$ cat config.mk
export PLATFORM = sky130hd
export DESIGN_NAME = vga_plot_arbiter
export DESIGN_NICKNAME = d
export VERILOG_FILES = /design/src/rtl/vga_plot_arbiter_pkg.sv /design/src/rtl/plot_grant_select.sv /design/src/rtl/vga_plot_arbiter.sv
export SDC_FILE = /design/constraint.sdc
export NUM_CORES = 1
export LEC_CHECK = 0
export ABC_AREA = 1
export CAP_MARGIN = 10
export CORE_AREA = 3 3 91 93
export DETAILED_ROUTE_END_ITERATION = 12
export DIE_AREA = 0 0 94 96
export DONT_BUFFER_PORTS = 1
export PLACE_DENSITY = 0.73
export SLEW_MARGIN = 20
export SYNTH_ARGS = -nofsm -noshare
export SYNTH_HDL_FRONTEND = slang
export SYNTH_SLANG_ARGS = --single-unit
$ cat constraint.sdc
create_clock -name clock -period 2.19 [get_ports clock]
set_input_delay 0 -clock clock [delete_from_list [all_inputs] [get_ports clock]]
set_output_delay 0 -clock clock [all_outputs]
set_load 0.01 [all_outputs]
$ cat src/rtl/vga_plot_arbiter_pkg.sv
// Shared constants and types for the VGA plot arbiter.
// Coordinate widths, visible bounds and requester indices.
package vga_plot_arbiter_pkg;

  localparam int X_WIDTH   = 9;
  localparam int Y_WIDTH   = 8;
  localparam int IMAGE_W   = 320;
  localparam int IMAGE_H   = 240;
  localparam int CNT_WIDTH = 17;

  localparam int REQ_SCAN     = 0;
  localparam int REQ_CENTROID = 1;
  localparam int REQ_HISTORY  = 2;

  typedef enum logic {
    OWN_IDLE,
    OWN_HELD
  } own_state_e;

endpackage

$ cat src/rtl/plot_grant_select.sv
// Grant selection: burst lock, starvation promotion of the
// frame scan, then fixed priority with the highest index winning.
module plot_grant_select
  import vga_plot_arbiter_pkg::*;
#(
  parameter int NUM_REQ      = 3,
  parameter int STARVE_LIMIT = 16
) (
  input  logic               clock,
  input  logic               reset,
  input  logic [NUM_REQ-1:0] req,
  input  logic [NUM_REQ-1:0] lock,
  output logic [NUM_REQ-1:0] grant
);

  localparam int IDX_W = (NUM_REQ > 1) ? $clog2(NUM_REQ) : 1;
  localparam int SW    = $clog2(STARVE_LIMIT + 1);
  localparam logic [SW-1:0] LIMIT = SW'(STARVE_LIMIT);

  own_state_e       own_q, own_d;
  logic [IDX_W-1:0] owner_q, owner_d;
  logic [SW-1:0]    starve_q, starve_d;

  logic             hold;
  logic             promote;
  logic             found;
  logic [IDX_W-1:0] prio_idx;
  logic [IDX_W-1:0] sel;

  always_comb begin
    hold     = (own_q == OWN_HELD) && req[owner_q];
    promote  = (starve_q == LIMIT) && req[REQ_SCAN];
    prio_idx = '0;
    found    = 1'b0;
    for (int i = 0; i < NUM_REQ; i++) begin
      if (req[i]) begin
        prio_idx = IDX_W'(i);
        found    = 1'b1;
      end
    end

    // A held lock outranks a pending promotion.
    priority case (1'b1)
      hold:    sel = owner_q;
      promote: sel = IDX_W'(REQ_SCAN);
      default: sel = prio_idx;
    endcase

    grant = '0;
    if (found && !reset) grant[sel] = 1'b1;

    own_d   = OWN_IDLE;
    owner_d = owner_q;
    if (found && lock[sel]) begin
      own_d   = OWN_HELD;
      owner_d = sel;
    end

    starve_d = starve_q;
    if (grant[REQ_SCAN]) begin
      starve_d = '0;
    end else if (req[REQ_SCAN] && starve_q != LIMIT) begin
      starve_d = starve_q + SW'(1);
    end
  end

  always_ff @(posedge clock or posedge reset) begin
    if (reset) begin
      own_q    <= OWN_IDLE;
      owner_q  <= '0;
      starve_q <= '0;
    end else begin
      own_q    <= own_d;
      owner_q  <= owner_d;
      starve_q <= starve_d;
    end
  end

endmodule

$ cat src/rtl/vga_plot_arbiter.sv
// Arbitrates plot requests onto the VGA adapter write port,
// clipping off-screen pixels and keeping per-frame statistics.
module vga_plot_arbiter
  import vga_plot_arbiter_pkg::*;
#(
  parameter int NUM_REQ      = 3,
  parameter int STARVE_LIMIT = 16,
  parameter int IMAGE_W      = vga_plot_arbiter_pkg::IMAGE_W,
  parameter int IMAGE_H      = vga_plot_arbiter_pkg::IMAGE_H
) (
  input  logic                         clock,
  input  logic                         reset,
  input  logic [NUM_REQ-1:0]           req,
  input  logic [NUM_REQ-1:0]           lock,
  input  logic [NUM_REQ*X_WIDTH-1:0]   req_x,
  input  logic [NUM_REQ*Y_WIDTH-1:0]   req_y,
  input  logic [NUM_REQ-1:0]           req_colour,
  output logic [NUM_REQ-1:0]           grant,
  input  logic                         frame_start,
  output logic                         vga_plot,
  output logic [X_WIDTH-1:0]           vga_x,
  output logic [Y_WIDTH-1:0]           vga_y,
  output logic                         vga_colour,
  output logic [CNT_WIDTH-1:0]         plot_count,
  output logic [CNT_WIDTH-1:0]         clip_count
);

  logic [NUM_REQ-1:0]   grant_w;
  logic [X_WIDTH-1:0]   sel_x;
  logic [Y_WIDTH-1:0]   sel_y;
  logic                 sel_c;
  logic                 accept;
  logic                 in_bounds;
  logic                 plot_hit;
  logic                 clip_hit;

  logic                 plot_q;
  logic [X_WIDTH-1:0]   x_q, x_d;
  logic [Y_WIDTH-1:0]   y_q, y_d;
  logic                 c_q, c_d;
  logic [CNT_WIDTH-1:0] pcnt_q, pcnt_d;
  logic [CNT_WIDTH-1:0] ccnt_q, ccnt_d;

  plot_grant_select #(
    .NUM_REQ     (NUM_REQ),
    .STARVE_LIMIT(STARVE_LIMIT)
  ) u_grant (
    .clock(clock),
    .reset(reset),
    .req  (req),
    .lock (lock),
    .grant(grant_w)
  );

  assign grant = grant_w;

  always_comb begin
    sel_x = '0;
    sel_y = '0;
    sel_c = 1'b0;
    for (int i = 0; i < NUM_REQ; i++) begin
      if (grant_w[i]) begin
        sel_x = req_x[i*X_WIDTH +: X_WIDTH];
        sel_y = req_y[i*Y_WIDTH +: Y_WIDTH];
        sel_c = req_colour[i];
      end
    end
    accept    = |grant_w;
    in_bounds = (int'(sel_x) < IMAGE_W) && (int'(sel_y) < IMAGE_H);
    plot_hit  = accept && in_bounds;
    clip_hit  = accept && !in_bounds;

    x_d = x_q;
    y_d = y_q;
    c_d = c_q;
    if (plot_hit) begin
      x_d = sel_x;
      y_d = sel_y;
      c_d = sel_c;
    end

    // A frame start that coincides with an accept counts it in the new frame.
    pcnt_d = pcnt_q;
    ccnt_d = ccnt_q;
    if (frame_start) begin
      pcnt_d = CNT_WIDTH'(plot_hit);
      ccnt_d = CNT_WIDTH'(clip_hit);
    end else begin
      if (plot_hit && !(&pcnt_q)) pcnt_d = pcnt_q + CNT_WIDTH'(1);
      if (clip_hit && !(&ccnt_q)) ccnt_d = ccnt_q + CNT_WIDTH'(1);
    end
  end

  always_ff @(posedge clock or posedge reset) begin
    if (reset) begin
      plot_q <= 1'b0;
      x_q    <= '0;
      y_q    <= '0;
      c_q    <= 1'b0;
      pcnt_q <= '0;
      ccnt_q <= '0;
    end else begin
      plot_q <= plot_hit;
      x_q    <= x_d;
      y_q    <= y_d;
      c_q    <= c_d;
      pcnt_q <= pcnt_d;
      ccnt_q <= ccnt_d;
    end
  end

  assign vga_plot   = plot_q;
  assign vga_x      = x_q;
  assign vga_y      = y_q;
  assign vga_colour = c_q;
  assign plot_count = pcnt_q;
  assign clip_count = ccnt_q;

endmodule
# Word-level counts from Yosys, hierarchy flattened
# Index checks and enable logic that the tools add are counted.
classes:
  n_eq_ne: 2
  add_sub_neg: 3
  muxes: 30
  magnitude_cmp: 5
  n_reduce_logical: 21
op_table:
  columns: ["operator", "n"]
  rows:
  - ["$mux W17", 4]
  - ["$add A17 B1 Y17 const B", 2]
  - ["$reduce_and A17 Y1", 2]
  - ["$mux W9", 3]
  - ["$mux W8", 3]
  - ["$logic_and A1 B1 Y1", 11]
  - ["$mux W1", 11]
  - ["$mux W5", 2]
  - ["$lt A9 B9 Y1 const B", 1]
  - ["$lt A8 B8 Y1 const B", 1]
  - ["$lt A2 B3 Y1 const B", 2]
  - ["$mux W2", 3]
  - ["$reduce_bool A2 Y1", 3]
  - ["$add A5 B1 Y5 const B", 1]
  - ["$eq A5 B5 Y1 const B", 1]
  - ["$ne A5 B5 Y1 const B", 1]
  - ["$bmux W1 S2", 2]
  - ["$logic_not A1 Y1", 4]
  - ["$mux W3", 1]
  - ["$reduce_or A3 Y1", 1]
  - ["$demux W1 S2", 1]
  - ["$ge A2 B1 Y1 const B", 1]
totals:
  register_bits: 61
  elab_cells: 70
  out_inout_bits: 56
  input_bits: 63

# Longest topological paths before layout
# Gate-level depths: netlist (run 1).
logic_depth:
  ltp_word: 19
  depth_mapped: 20
  depth_no_buf: 19

# Hierarchy
# A second synthesis (run 1) with hierarchy kept.
unflattened:
  hier_cells: 551
  hier_area_um2: 3941.3
by_module_without_submodules:
  columns: ["mod", "n_inst", "cells_per_inst", "seq_area_each_um2", "area_each_um2"]
  rows:
  - ["vga_plot_arbiter", 1, 470, 1326.3, 3365.7]
  - ["plot_grant_select", 1, 81, 200.2, 575.6]

# Worst setup path after synthesis (run 1)
# No wires, ideal clock.
synth_path:
  path_kind: "register to register"
  start: "register u_grant.starve_q[0]"
  end: "register ccnt_q[11], in the netlist clip_count[11]"
  required_ns: 2.073
  path_buffers: 1
  setup_ns: 0.117
  synth_period_minus_slack_ns: 2.190
  t_arrival_ns: 2.073
  stages_incl_launch_ff: 21
  setup_slack_ns: 0.000
  cell_sequence: "dfrtp_1 inv_1 ha_1 nand2_1 inv_1 nand3_1 nand2_1 nand2_2 nand2_4 nor2_8 inv_2 or2_1 nand2_1 nor2_2 nand2_4 nand2_8 nand2_4 nand2_4 buf_8 nand2_1 nand2_1"
synth_via:
  elab_chain_len: 18
  elab_cells_between_ends: 24
  classes_between: "4 x order compare; 1 x eq/ne; 11 x mux; 8 x reduce/logical"
synth_rtl:
  columns: ["item", "line_no", "source"]
  rows:
  - ["from (decl)", "plot_grant_select.sv:22", "logic [SW-1:0] starve_q, starve_d;"]
  - ["from (signal assigned)", "plot_grant_select.sv:75", "starve_q <= starve_d;"]
  - ["$eq A5 B5 Y1 (*)", "plot_grant_select.sv:32", "promote = (starve_q == LIMIT) && req[REQ_SCAN];"]
  - ["$logic_and A1 B1 Y1 (*)", "plot_grant_select.sv:32", null]
  - ["$mux W2 (*) (2 in a row)", "plot_grant_select.sv:43", "priority case (1'b1)"]
  - ["$lt A2 B3 Y1 (implied by the code) / $ge A2 B1 Y1 (equally long branches)", "plot_grant_select.sv:50", "if (found && !reset) grant[sel] = 1'b1;"]
  - ["$logic_and A1 B1 Y1 (implied by the code)", "plot_grant_select.sv:50", null]
  - ["$mux W1 (implied by the code)", "plot_grant_select.sv:50", null]
  - ["$demux W1 S2 (*)", null, null]
  - ["$mux W3 (*)", "plot_grant_select.sv:50", null]
  - ["$mux W9 / $mux W8 (equally long branches) (3 in a row)", "vga_plot_arbiter.sv:62", "if (grant_w[i]) begin"]
  - ["$lt A9 B9 Y1 / $lt A8 B8 Y1 (equally long branches)", "vga_plot_arbiter.sv:69", "in_bounds = (int'(sel_x) < IMAGE_W) && (int'(sel_y) < IMAGE_H);"]
  - ["$logic_and A1 B1 Y1", "vga_plot_arbiter.sv:69", null]
  - ["$logic_not A1 Y1", "vga_plot_arbiter.sv:71", "clip_hit = accept && !in_bounds;"]
  - ["$logic_and A1 B1 Y1 (*)", "vga_plot_arbiter.sv:71", null]
  - ["$logic_and A1 B1 Y1 (*)", "vga_plot_arbiter.sv:90", "if (clip_hit && !(&ccnt_q)) ccnt_d = ccnt_q + CNT_WIDTH'(1);"]
  - ["$reduce_bool A2 Y1 (no source line) (*)", null, null]
  - ["to (signal assigned)", "vga_plot_arbiter.sv:108", "ccnt_q <= ccnt_d;"]
  - ["to (decl)", "vga_plot_arbiter.sv:42", "logic [CNT_WIDTH-1:0] ccnt_q, ccnt_d;"]
# Mark *: on every way between the ends. The rest lies on a longest branch, timed or not.
# A chain may end at the register's enable or synchronous reset.

# Worst setup path after layout (run 1)
layout_path:
  start: "register u_grant.owner_q[0]"
  end: "register pcnt_q[0], in the netlist plot_count[0]"
layout_via:
  elab_chain_len: 17
  elab_cells_between_ends: 24
  classes_between: "4 x order compare; 13 x mux; 7 x reduce/logical"
layout_rtl:
  columns: ["item", "line_no", "source"]
  rows:
  - ["from (decl)", "plot_grant_select.sv:21", "logic [IDX_W-1:0] owner_q, owner_d;"]
  - ["from (signal assigned)", "plot_grant_select.sv:74", "owner_q <= owner_d;"]
  - ["$bmux W1 S2", "plot_grant_select.sv:31", "hold = (own_q == OWN_HELD) && req[owner_q];"]
  - ["$mux W1 (implied by the code)", "plot_grant_select.sv:31", null]
  - ["$logic_and A1 B1 Y1", "plot_grant_select.sv:31", null]
  - ["$mux W2 (*)", "plot_grant_select.sv:43", null]
  - ["$lt A2 B3 Y1 (implied by the code) / $ge A2 B1 Y1 (equally long branches)", "plot_grant_select.sv:50", null]
  - ["$logic_and A1 B1 Y1 (implied by the code)", "plot_grant_select.sv:50", null]
  - ["$mux W1 (implied by the code)", "plot_grant_select.sv:50", null]
  - ["$demux W1 S2 (*)", null, null]
  - ["$mux W3 (*)", "plot_grant_select.sv:50", null]
  - ["$mux W9 / $mux W8 (equally long branches) (3 in a row)", "vga_plot_arbiter.sv:62", null]
  - ["$lt A9 B9 Y1 / $lt A8 B8 Y1 (equally long branches)", "vga_plot_arbiter.sv:69", null]
  - ["$logic_and A1 B1 Y1", "vga_plot_arbiter.sv:69", null]
  - ["$logic_and A1 B1 Y1 (*)", "vga_plot_arbiter.sv:70", "plot_hit = accept && in_bounds;"]
  - ["$logic_and A1 B1 Y1", "vga_plot_arbiter.sv:89", "if (plot_hit && !(&pcnt_q)) pcnt_d = pcnt_q + CNT_WIDTH'(1);"]
  - ["$reduce_bool A2 Y1 (no source line)", null, null]
  - ["to (signal assigned)", "vga_plot_arbiter.sv:107", "pcnt_q <= pcnt_d;"]
  - ["to (decl)", "vga_plot_arbiter.sv:41", "logic [CNT_WIDTH-1:0] pcnt_q, pcnt_d;"]
# Mark *: on every way between the ends. The rest lies on a longest branch, timed or not. The select of a mux whose other input is x is not followed.

==> Implementation_results.wiki, run 1 <==
{| class="wikitable"
! Metric !! Value
|-
| Outcome || finished with violations
|-
| Violations in the final reports || setup timing
|-
| Total Die Area || 0.009024 sq mm
|-
| Static leakage || 2.944 nW
|-
| Largest net degree at the start of global routing || 37
|-
| Fill cell instance count of the final layout || 499
|-
| Netlist cell types || 40
|-
| Number of vias in the routed layout || 4723
|-
| DR WL/cell || 19.79 um
|-
| Average vias per placed instance || 6.047
|-
| Type of the most critical hold path || primary input to register
|-
| Setup repair after global routing missed its margin || yes
|-
| Number of CTS-inserted buffers || 9
|-
| Syn avg cell area || 7.481 sq um
|-
| Combined area of the multi-input logic cells || 0.002516 sq mm
|-
| Cell count after placement || 669
|-
| GRT Resource Usage Total || 31.32%
|-
| Final worst-path cycle share || 118.1%
|-
| Placeable core region || 0.007607 sq mm
|-
| Number of enable-type register cells in the synthesized netlist || 0
|-
| Proportion of layout cells with a drive suffix above 1 || 28.21%
|-
| Clock tree from TritonCTS || yes
|-
| Most common library cells after synthesis || nand2_1, dfrtp_1, inv_1, nand3_1, nor2_1
|-
| Dominant register cell in the synthesized netlist || dfrtp_1
|-
| Largest area contributor in the synthesized netlist || dfrtp_1
|-
| Number of rows created at floorplan || 32
|-
| Router iterations before antenna repair || 6
|-
| Share of flip-flops with an asynchronous set or reset || 100.0%
|-
| Clk slew on worst S/H paths || 0.08 ns
|-
| Part of the Yosys area used for sequential elements || 38.21%
|-
| Port buffer count || 0
|-
| Crit Path Category || register to register
|-
| Count leader, synth || nand2_1
|-
| Main area contributors after synthesis || dfrtp_1, nand2_1, nand3_1
|-
| Area grow syn2layout || 47.98%
|-
| Worst IR drop on VDD || 0.0004518 V
|-
| Area post-placement || 0.004425 sq mm
|-
| Worst max-slew margin expressed relative to the limit || 59.73%
|-
| Worst-Skew Late Latency || 0.34 ns
|-
| Number of antenna violations at the first check in global routing || 1
|-
| Final cell count without fillers || 781
|-
| Number of ports placed on the die boundary || 119
|-
| Max-cap viol count || 0
|-
| Gp weighted congestion || 0.9582
|-
| Cell area after layout || 0.005912 sq mm
|-
| Effective utilization at floorplan || 52.52%
|-
| Hold Vio Cnt, Final || 0
|-
| Highest achievable clock rate || 0.3867 GHz
|-
| DRC || 0
|-
| Largest buffer count on any clock path || 2
|-
| Slew Limit Fails || 0
|-
| Die Y || 96 um
|-
| Number of standard cells after synthesis || 534
|-
| Critical path endpoint category || register
|-
| Top-area cell type share of the netlist area || 38.21%
|-
| Via count of the first global-routing pass || 4559
|-
| Number of design-rule violations left by the first detailed-router iteration || 336
|-
| Post-synth design cell area || 0.003995 sq mm
|-
| Final worst setup slack || -0.3958 ns
|-
| Overall die width || 94 um
|-
| CP Data Arrival Time || 2.81 ns
|-
| Time the final worst path needs with I/O delays and setup || 2.586 ns
|-
| Final clock skew || 0.01242 ns
|-
| Final setup violating endpoints || 53
|-
| Count of cells along the worst hold path || 4
|-
| Number of clock sinks seen by CTS || 61
|-
| FF+latch count, synth || 61
|-
| Net count after synthesis || 603
|-
| Cell count of the worst reg-to-reg path || 15
|-
| Required time worst endpoint || 2.41 ns
|-
| Storage element area || 0.001528 sq mm
|-
| Post-detailed-routing wire length || 15460 um
|-
| Count of warnings emitted by yosys || 0
|-
| Detailed Place HPWL || 7811 um
|-
| Worst Max-Slew Pin Slew || 0.6032 ns
|-
| Final #Nets || 741
|-
| Ratio of total power to cell area || 866.9 mW/mm^2
|-
| Deepest level of the CTS H-tree || 3
|-
| Total global routing overflow || 0
|-
| Setup crit start kind || register
|-
| Worst Path Max Fanout || 8
|-
| Post-route ant nets || 0
|-
| First-pass GRT wire length || 21970 um
|-
| Clock root cell || clkbuf_8
|}
## worst max-delay path, stage by stage, from the launching register on
cell and delay (ns):
dfrtp_2 0.47, inv_2 0.10, nand2_2 0.07, nand2_4 0.09, nand4_1 0.27, nand2_4 0.25
nor2_8 0.08, nand2_2 0.07, nand2_2 0.06, nor2_1 0.20, nand2_2 0.11, nand2_4 0.16
nand4_4 0.21, buf_8 0.22, nand3_2 0.06, nand2_1 0.06
## cells by family (layout without fill, tap and decap cells)
group | Yosys count | in the layout | synth area share [%]
buf+inv | 76 | 212 | 7.986
xor+xnor | 25 | 25 | 5.481
other cells | 0 | 2 | 0
simple gates | 317 | 324 | 38.46
fa+ha+maj | 6 | 6 | 1.879
compound gates | 49 | 49 | 7.987
flops | 61 | 61 | 38.21
## through the flow
stage / util, % / TNS, ns / hold WS [ns] / worst slack, ns / total power, mW
2_1_floorplan: - / 0 / 0.1390 / 0.0003237 / 2.561
3_3_place_gp: 58.17 / -0.3757 / -0.008609 / -0.03492 / 2.972
3_5_place_dp: 58.17 / -4.058 / -0.009212 / -0.1630 / 3.025
4_1_cts: 73.08 / -1.306 / 0.001278 / -0.09118 / 4.553
5_1_grt: 77.68 / -20.68 / 0.05576 / -0.4269 / 5.359
6_report: 77.71 / -18.74 / 0.01743 / -0.3958 / 5.125
## path summary, 6_finish.rpt
check | from | endpoint | slack [ns]
worst max-delay path | u_grant.owner_q[0]$_DFFE_PP0P_ | plot_count[0]$_DFFE_PP0P_ | -0.40
worst min-delay path | req_y[22] | vga_y[6]$_DFFE_PP0P_ | 0.02
worst max register to register | u_grant.owner_q[0]$_DFFE_PP0P_ | plot_count[0]$_DFFE_PP0P_ | -0.40
worst min register to register | vga_y[3]$_DFFE_PP0P_ | vga_y[3]$_DFFE_PP0P_ | 0.55
max in group asynchronous | reset | clip_count[0]$_DFFE_PP0P_ | 1.38
min in group asynchronous | reset | u_grant.owner_q[1]$_DFFE_PP0P_ | 0.19
## what timing repair did
item	4_1_cts	5_1_grt
gates cloned	7	3
hold buffers	65	0
endpoints found under the hold margin	66	0
buffers inserted	9	12
resized for setup	44	69
setup endpoints to repair	52	58
pin swaps	18	35
## cells in the final DEF, fill, tap and decap left out, types with 9 or more instances in the layout
master / synthesis / routed
nand2_1: 157 / 137
dlygate4sd3_1: 0 / 65
buf_4: 1 / 62
dfrtp_1: 61 / 60
inv_1: 53 / 46
nor2_1: 46 / 43
nand3_1: 48 / 30
nand4_1: 24 / 24
xor2_1: 23 / 23
nand3_2: 2 / 19
nand2_2: 1 / 18
o21ai_2: 9 / 18
a22oi_1: 11 / 11
o21ai_1: 0 / 10
nor3_1: 10 / 10
nand2_4: 7 / 9
clkbuf_8: 0 / 9
## area by class of cell
class,instances,area share [%]
Clock inverter,4,1.228
Sequential cell,61,25.84
Timing Repair inverter,1,0.1058
Tap cell,102,2.159
Clock buffer,12,2.286
Multi-Input combinational cell,404,42.56
Antenna cell,2,0.08466
Timing Repair Buffer,138,21.90
Inverter,57,3.831
## registers in the layout (all words and copies together), names as in the netlist
| signal | flops |
|---|---|
| vga_x | 9 |
| u_grant.starve_q | 5 |
| plot_count | 17 |
| u_grant.owner_q | 2 |
| vga_y | 8 |
| vga_plot | 1 |
| vga_colour | 1 |
| clip_count | 17 |
| u_grant.own_q | 1 |
## power breakdown
| group | switching [mW] | total, mW | internal (mW) |
|---|---|---|---|
| registers | 0.294 | 1.66 | 1.36 |
| clock network | 0.458 | 1.10 | 0.641 |
| logic | 1.35 | 2.37 | 1.02 |
| total | 2.10 | 5.13 | 3.02 |
## per-layer routing
metal | routed length [um] | GRT usage [%] | part of all wire, %
met1 | 5157 | 34.09 | 33
met2 | 7689 | 52.81 | 50
met3 | 1374 | 8.131 | 8.9
met4 | 1234 | 22.86 | 8.0
met5 | 0 | 0 | 0
No activity file was read; power rests on OpenSTA's default activity.
==> run 2, diff against run 1 <==
--- a/config.mk
+++ b/config.mk
@@ -7,12 +7,13 @@
 export LEC_CHECK = 0
 export ABC_AREA = 1
 export CAP_MARGIN = 10
-export CORE_AREA = 3 3 91 93
+export CELL_PAD_IN_SITES_DETAIL_PLACEMENT = 1
+export CELL_PAD_IN_SITES_GLOBAL_PLACEMENT = 2
+export CORE_AREA = 3 3 116 118
 export DETAILED_ROUTE_END_ITERATION = 12
-export DIE_AREA = 0 0 94 96
+export DIE_AREA = 0 0 119 121
 export DONT_BUFFER_PORTS = 1
-export PLACE_DENSITY = 0.73
-export SLEW_MARGIN = 20
+export PLACE_DENSITY = 0.79
 export SYNTH_ARGS = -nofsm -noshare
 export SYNTH_HDL_FRONTEND = slang
 export SYNTH_SLANG_ARGS = --single-unit
==> run 2 against run 1 <==
Net effect: the run still ends with setup timing left; utilization decreased by 30 points; setup slack improved by 0.20 ns; critical path depth increased by 3; global-route usage decreased by 9.6 points; non-clock buffer count decreased by 2; final area increased by 0.44%; sequential power about the same; cell count increased by 8.1%; count of clock-buffer cells in the layout unchanged; sequential share of layout area decreased by 0.14 points; maximum frequency increased by 8.6%; critical endpoint is now plot_count[6]$_DFFE_PP0P_; largest cell class unchanged; largest power group unchanged.
==> Implementation_results.wiki, run 2 (synthesized netlist as in run 1, its figures left out) <==
{| class="wikitable"
! Metric !! Value
|-
| Cell breakdown of the critical path || inv_2 -> ha_4 -> nand2_2 -> inv_2 -> nand3_4 -> nand2_2 -> nand2_2 -> nand2_4 -> buf_6 -> nand4_1 -> nand2_2 -> nor2_2 -> nand2_2 -> nand2_4 -> nand4_4 -> clkbuf_16 -> nand3_1 -> nand2_1
|-
| Effective utilization at floorplan || 31.79% (-21 points)
|-
| Fill cell instance count of the final layout || 1521 (+200%)
|-
| Final worst setup slack || -0.1914 ns (+0.2045 ns)
|-
| Worst Max-Slew Pin Slew || 0.9057 ns (+0.3024 ns)
|-
| Slew Limit Fails || 0 (unchanged)
|-
| Post-route ant nets || 0 (unchanged)
|-
| Final clock skew || 0.01160 ns (-0.0008133 ns)
|-
| Area post-placement || 0.004583 sq mm (+3.6%)
|-
| Clk slew on worst S/H paths || 0.05 ns (-0.03 ns)
|-
| Violations in the final reports || setup timing
|-
| Crit path largest cell delay || 0.37 ns (-0.10 ns)
|-
| Final setup violating endpoints || 53 (unchanged)
|-
| Combinational share of power || 42.8% (-3.4 points)
|-
| Share of total power in sequential cells || 30.2% (-2.1 points)
|-
| Number of design-rule violations left by the first detailed-router iteration || 236 (-30%)
|-
| Post-layout util || 47.25% (-30 points)
|-
| Worst IR drop on VDD || 0.0004228 V (-6.4%)
|-
| Cell area after layout || 0.005938 sq mm (+0.44%)
|-
| Outcome || finished with violations
|-
| Via count of the first global-routing pass || 4588 (+0.64%)
|-
| Final #Nets || 733 (-1.1%)
|-
| Number of ports placed on the die boundary || 119 (unchanged)
|-
| Worst Path Max Fanout || 8 (unchanged)
|-
| First-pass GRT wire length || 24680 um (+12%)
|-
| Setup repair after global routing missed its margin || yes
|-
| CP Buf/Inv Count || 4 (+2)
|-
| Final worst-path cycle share || 108.7% (-9.3 points)
|-
| Setup crit start kind || register
|-
| Internal power consumption || 3.320 mW (+9.9%)
|-
| Crit path top cell by count || nand2_2
|-
| Type of the most critical hold path || primary input to register
|-
| Proportion of layout cells with a drive suffix above 1 || 30.04% (+1.8 points)
|-
| Number of rows created at floorplan || 41 (+28%)
|-
| Worst max-slew margin expressed relative to the limit || 39.42% (-20 points)
|-
| Average vias per placed instance || 5.094 (-16%)
|-
| Largest net degree at the start of global routing || 33 (-11%)
|-
| Gp weighted congestion || 0.8538 (-11%)
|-
| Crit Path Category || register to register
|-
| Largest buffer count on any clock path || 2 (unchanged)
|-
| Gate family responsible for the most delay along the worst path || simple AND/OR/NAND/NOR gates
|-
| Critical-path cell with the highest stage delay || dfrtp_1
|-
| Ratio of total power to cell area || 911.6 mW/mm^2 (+5.2%)
|-
| Detailed Place HPWL || 10150 um (+30%)
|-
| DRC || 0 (unchanged)
|-
| Port buffer count || 0 (unchanged)
|-
| Clock root cell || clkbuf_16
|-
| Number of clock sinks seen by CTS || 61 (unchanged)
|-
| Switching Share || 38.66% (-2.4 points)
|-
| CP Data Arrival Time || 2.61 ns (-0.20 ns)
|-
| Die Y || 121 um (+26%)
|-
| Clock power share || 27.1% (+5.6 points)
|-
| Total Die Area || 0.01440 sq mm (+60%)
|-
| Hold Vio Cnt, Final || 0 (unchanged)
|-
| Required time worst endpoint || 2.42 ns (about the same)
|-
| Commonest non-fill, non-tap cells in the layout || nand2_1, buf_4, dfrtp_1, inv_1, dlygate4sd3_1
|-
| Number of vias in the routed layout || 4299 (-9.0%)
|-
| Placeable core region || 0.01257 sq mm (+65%)
|-
| Worst-Skew Late Latency || 0.35 ns (about the same)
|-
| Static leakage || 2.943 nW (about the same)
|-
| Router iterations before antenna repair || 4 (-2)
|-
| Number of antenna violations at the first check in global routing || 3 (+2)
|-
| Deepest level of the CTS H-tree || 3 (unchanged)
|-
| DR WL/cell || 19.34 um (-2.3%)
|-
| Total global routing overflow || 0 (unchanged)
|-
| Most common library cell in the layout ignoring fill and taps || nand2_1
|-
| Max-cap viol count || 0 (unchanged)
|-
| Number of CTS-inserted buffers || 9 (unchanged)
|-
| Critical path endpoint category || register
|-
| Post-detailed-routing wire length || 16330 um (+5.6%)
|-
| Total power || 5.413 mW (+5.6%)
|-
| GRT Resource Usage Total || 21.76% (-9.6 points)
|-
| Time the final worst path needs with I/O delays and setup || 2.381 ns (-0.2045 ns)
|-
| Overall die width || 119 um (+27%)
|-
| Total net switching power || 2.093 mW (-0.57%)
|-
| Total negative setup slack || -6.377 ns (+12.36 ns)
|-
| Area grow syn2layout || 48.64%
|-
| Highest achievable clock rate || 0.4199 GHz (+8.6%)
|-
| Clock tree from TritonCTS || yes
|}
run 2: cell count changes in the layout (fill, tap and decap cells not counted), moves of 4 or more:
cell and change:
dlygate4sd3_1 -18, buf_6 +5, clkbuf_8 -8, o21ai_2 -4, nand2_1 -12, nor2_4 -5
clkbuf_16 +11, nor2_2 +4, nand3_2 -8, nand2_2 +12, buf_4 +11, nand3_1 +7
run 2: path summary, 6_finish.rpt:
check,startpoint,to,slack (ns),cells after the start
min in group asynchronous,reset,u_grant.starve_q[1]$_DFFE_PP0P_,0.25,2
worst max-delay path,u_grant.starve_q[0]$_DFFE_PP0P_,plot_count[6]$_DFFE_PP0P_,-0.19,18
worst min register to register,clip_count[12]$_DFFE_PP0P_,clip_count[12]$_DFFE_PP0P_,0.55,2
worst max register to register,u_grant.starve_q[0]$_DFFE_PP0P_,plot_count[6]$_DFFE_PP0P_,-0.19,18
worst min-delay path,req_x[24],vga_x[6]$_DFFE_PP0P_,0.03,4
max in group asynchronous,reset,plot_count[5]$_DFFE_PP0P_,1.18,3
run 2: power groups by stage:
| stage | clock (mW) | sequential [mW] | combinational, mW |
|---|---|---|---|
| after floorplan | 0 | 1.59 | 0.967 |
| after global placement | 0 | 1.62 | 1.45 |
| after detailed placement | 0 | 1.63 | 1.51 |
| after CTS | 1.49 | 1.62 | 1.92 |
| after global routing | 1.55 | 1.66 | 2.50 |
| final | 1.46 | 1.63 | 2.31 |
run 2: stage by stage:
stage	setup slack (ns)	hold WS (ns)	std cells
after floorplan	0.0003237	0.1390	534
after global placement	-0.1024	0.04159	750
after detailed placement	-0.1729	0.06329	750
after CTS	-0.06821	0.002209	832
after global routing	-0.3229	0.03940	844
final	-0.1914	0.02785	844
run 2: per-layer routing:
metal  vias to the layer above  GRT usage, %  routed length (um)
met5                         -             0                   0
met2                       129         36.31                8274
met1                      2117         24.91                6442
met3                        40         6.713                1015
li1                       2013             -                   -
met4                         0         11.80                 592
run 2: what timing repair did:
action	in CTS	in global routing
hold buffers	47	0
pin swaps	11	10
gates cloned	0	4
endpoints found under the hold margin	71	0
resized for setup	49	58
buffers inserted	19	5
setup endpoints to repair	52	56
run 2: worst register-to-register path: cells and delay by family (launching register included):
family                   cells  cell delay, ns
adder cells (fa/ha/maj)      1            0.15
buffers and inverters        4            0.50
flip-flops                   1            0.37
AND/OR/NAND/NOR             13            1.23
run 2: layout make-up:
class / count / area (sq um) / area share, %
flip-flops and latches: 61 / 1526 / 25.71
inverters: 57 / 226.5 / 3.814
well taps: 172 / 215.2 / 3.624
diodes: 3 / 7.507 / 0.1264
clock buffers: 12 / 246.5 / 4.151
repair buffers: 136 / 1251 / 21.07
multi-input cells: 399 / 2417 / 40.71
clock inverters: 4 / 47.55 / 0.8007
==> run 3, diff against run 2 <==
--- a/config.mk
+++ b/config.mk
@@ -14,6 +14,7 @@
 export DIE_AREA = 0 0 119 121
 export DONT_BUFFER_PORTS = 1
 export PLACE_DENSITY = 0.79
+export RECOVER_POWER = 25
 export SYNTH_ARGS = -nofsm -noshare
 export SYNTH_HDL_FRONTEND = slang
 export SYNTH_SLANG_ARGS = --single-unit
==> run 3 against run 2 <==
Net effect: the run still ends with setup timing left; die area unchanged; sequential share of layout area is essentially flat; count of clock-buffer cells in the layout did not move; worst hold slack got worse by 0.00070 ns; total power hardly changed; sequential cell count unchanged; clock power is essentially flat; utilization down 0.060 points; non-clock buffer count did not move; critical endpoint unchanged; highest routed layer unchanged.
==> Implementation_results.wiki, run 3 (synthesized netlist as in run 1, its figures left out) <==
{| class="wikitable"
! Metric !! Value
|-
| Outcome || finished with violations
|-
| Violations in the final reports || setup timing
|-
| Ratio of total power to cell area || 912.0 mW/mm^2 (about the same)
|-
| DRC || 0 (unchanged)
|-
| Worst-Skew Late Latency || 0.35 ns (about the same)
|-
| Worst Path Max Fanout || 8 (unchanged)
|-
| Total Die Area || 0.01440 sq mm (unchanged)
|-
| Worst IR drop on VDD || 0.0004226 V (about the same)
|-
| Post-detailed-routing wire length || 16360 um (+0.21%)
|-
| Crit path top cell by count || nand2_2
|-
| Slew Limit Fails || 0 (unchanged)
|-
| Crit path largest cell delay || 0.37 ns (about the same)
|-
| GRT Resource Usage Total || 21.76% (unchanged)
|-
| Cell breakdown of the critical path || inv_2 -> ha_4 -> nand2_2 -> inv_2 -> nand3_4 -> nand2_2 -> nand2_2 -> nand2_4 -> buf_6 -> nand4_1 -> nand2_2 -> nor2_2 -> nand2_2 -> nand2_4 -> nand4_4 -> clkbuf_16 -> nand3_1 -> nand2_1
|-
| Commonest non-fill, non-tap cells in the layout || nand2_1, buf_4, dfrtp_1, inv_1, dlygate4sd3_1
|-
| Type of the most critical hold path || primary input to register
|-
| Clock root cell || clkbuf_16
|-
| Setup repair after global routing missed its margin || yes
|-
| Hold Vio Cnt, Final || 0 (unchanged)
|-
| Final worst-path cycle share || 108.8% (about the same)
|-
| Critical path endpoint category || register
|-
| Proportion of layout cells with a drive suffix above 1 || 29.60% (-0.45 points)
|-
| Average vias per placed instance || 5.097 (about the same)
|-
| Clk slew on worst S/H paths || 0.05 ns (about the same)
|-
| Overall die width || 119 um (unchanged)
|-
| Highest achievable clock rate || 0.4197 GHz (about the same)
|-
| Static leakage || 2.936 nW (-0.25%)
|-
| Detailed Place HPWL || 10150 um (unchanged)
|-
| CP Buf/Inv Count || 4 (unchanged)
|-
| Die Y || 121 um (unchanged)
|-
| Required time worst endpoint || 2.42 ns (about the same)
|-
| Post-layout util || 47.19% (-0.060 points)
|-
| Largest buffer count on any clock path || 2 (unchanged)
|-
| Total power || 5.409 mW (about the same)
|-
| Fill cell instance count of the final layout || 1520 (-0.066%)
|-
| Crit Path Category || register to register
|-
| Area post-placement || 0.004583 sq mm (unchanged)
|-
| Storage element area || 0.001526 sq mm (unchanged)
|-
| Clock tree from TritonCTS || yes
|-
| Gate family responsible for the most delay along the worst path || simple AND/OR/NAND/NOR gates
|-
| Largest net degree at the start of global routing || 33 (unchanged)
|-
| Critical-path cell with the highest stage delay || dfrtp_1
|-
| Combined area of the multi-input logic cells || 0.002417 sq mm (unchanged)
|-
| Gp weighted congestion || 0.8538 (unchanged)
|-
| Total global routing overflow || 0 (unchanged)
|-
| Worst Max-Slew Pin Slew || 1.387 ns (+0.4818 ns)
|-
| Time the final worst path needs with I/O delays and setup || 2.383 ns (+0.001546 ns)
|-
| Worst max-slew margin expressed relative to the limit || 7.399% (-32 points)
|-
| Post-route ant nets || 0 (unchanged)
|-
| Placeable core region || 0.01257 sq mm (unchanged)
|-
| Final clock skew || 0.01169 ns (+0.00008920 ns)
|-
| Router iterations before antenna repair || 4 (unchanged)
|-
| First-pass GRT wire length || 24680 um (unchanged)
|-
| Port buffer count || 0 (unchanged)
|-
| Number of CTS-inserted buffers || 9 (unchanged)
|-
| Effective utilization at floorplan || 31.79% (unchanged)
|-
| Final setup violating endpoints || 53 (unchanged)
|-
| Via count of the first global-routing pass || 4588 (unchanged)
|-
| Number of clock sinks seen by CTS || 61 (unchanged)
|-
| Most common library cell in the layout ignoring fill and taps || nand2_1
|-
| Setup crit start kind || register
|-
| Number of design-rule violations left by the first detailed-router iteration || 239 (+1.3%)
|-
| Number of vias in the routed layout || 4302 (+0.070%)
|-
| DR WL/cell || 19.38 um (+0.21%)
|-
| Number of antenna violations at the first check in global routing || 3 (unchanged)
|-
| Number of ports placed on the die boundary || 119 (unchanged)
|-
| Final #Nets || 733 (unchanged)
|-
| Number of rows created at floorplan || 41 (unchanged)
|-
| Deepest level of the CTS H-tree || 3 (unchanged)
|-
| Final worst setup slack || -0.1929 ns (-0.001546 ns)
|-
| Cell area after layout || 0.005931 sq mm (-0.13%)
|-
| Area grow syn2layout || 48.45%
|-
| CP Data Arrival Time || 2.61 ns (about the same)
|-
| Max-cap viol count || 0 (unchanged)
|}
run 3: changes by cell type in the layout (fill, tap and decap cells not counted), sizes merged:
cell | previous run | this run
buf | 87 | 85
clkbuf | 14 | 16
run 3: metrics by stage:
step                TNS (ns)  hold slack, ns  setup slack, ns  instances
floorplan                  0          0.1390        0.0003237        534
global placement      -2.482         0.04159          -0.1024        750
detailed placement    -5.819         0.06329          -0.1729        750
CTS                   -2.101        0.002209         -0.06821        832
global route          -14.60         0.03940          -0.3229        844
finish                -6.398         0.02714          -0.1929        844
run 3: where the power goes:
part / total, mW / leakage [nW] / switching [mW] / internal (mW)
Sequential: 1.63 / 0.819 / 0.272 / 1.36
Clock: 1.46 / 0.143 / 0.554 / 0.909
Combinational: 2.31 / 1.97 / 1.27 / 1.05
run 3: repair_timing:
action / 4_1_cts / 5_1_grt
pin swaps: 11 / 10
buffers inserted: 19 / 5
endpoints found under the setup margin: 52 / 56
resized for setup: 49 / 58
cloned: 0 / 4
endpoints found under the hold margin: 71 / 0
hold buffers: 47 / 0
run 3: layout make-up:
type,count,area share (%)
clock inverter,4,0.8017
inverter,57,3.819
multi-input combinational,399,40.76
clock buffer,12,4.156
timing repair buffer,136,20.97
tap,172,3.629
sequential,61,25.74
antenna,3,0.1266
run 3: worst paths after layout:
kind | from | slack [ns] | cells past startpoint | to
setup / recovery | u_grant.starve_q[0]$_DFFE_PP0P_ | -0.19 | 18 | plot_count[6]$_DFFE_PP0P_
hold / removal | req_x[24] | 0.03 | 4 | vga_x[6]$_DFFE_PP0P_
min in group asynchronous | reset | 0.51 | 2 | u_grant.starve_q[1]$_DFFE_PP0P_
hold reg to reg | clip_count[12]$_DFFE_PP0P_ | 0.55 | 2 | clip_count[12]$_DFFE_PP0P_
setup reg to reg | u_grant.starve_q[0]$_DFFE_PP0P_ | -0.19 | 18 | plot_count[6]$_DFFE_PP0P_
max in group asynchronous | reset | 0.71 | 3 | plot_count[5]$_DFFE_PP0P_
run 3: layer usage:
metal  global-route usage [%]  share of wire (%)  vias up
li1                         -                  -     2013
met5                        0                  0        -
met3                    6.713                6.4       40
met4                    11.80                3.6        0
met1                    24.91                 39     2117
met2                    36.31                 51      132
run 3: worst min-delay path: cells and delay by family:
family	cells	cell delay (ns)
and+or+nand+nor	2	0.13
buffers and inverters	1	0.04
AOI/OAI and AO/OA	1	0.16
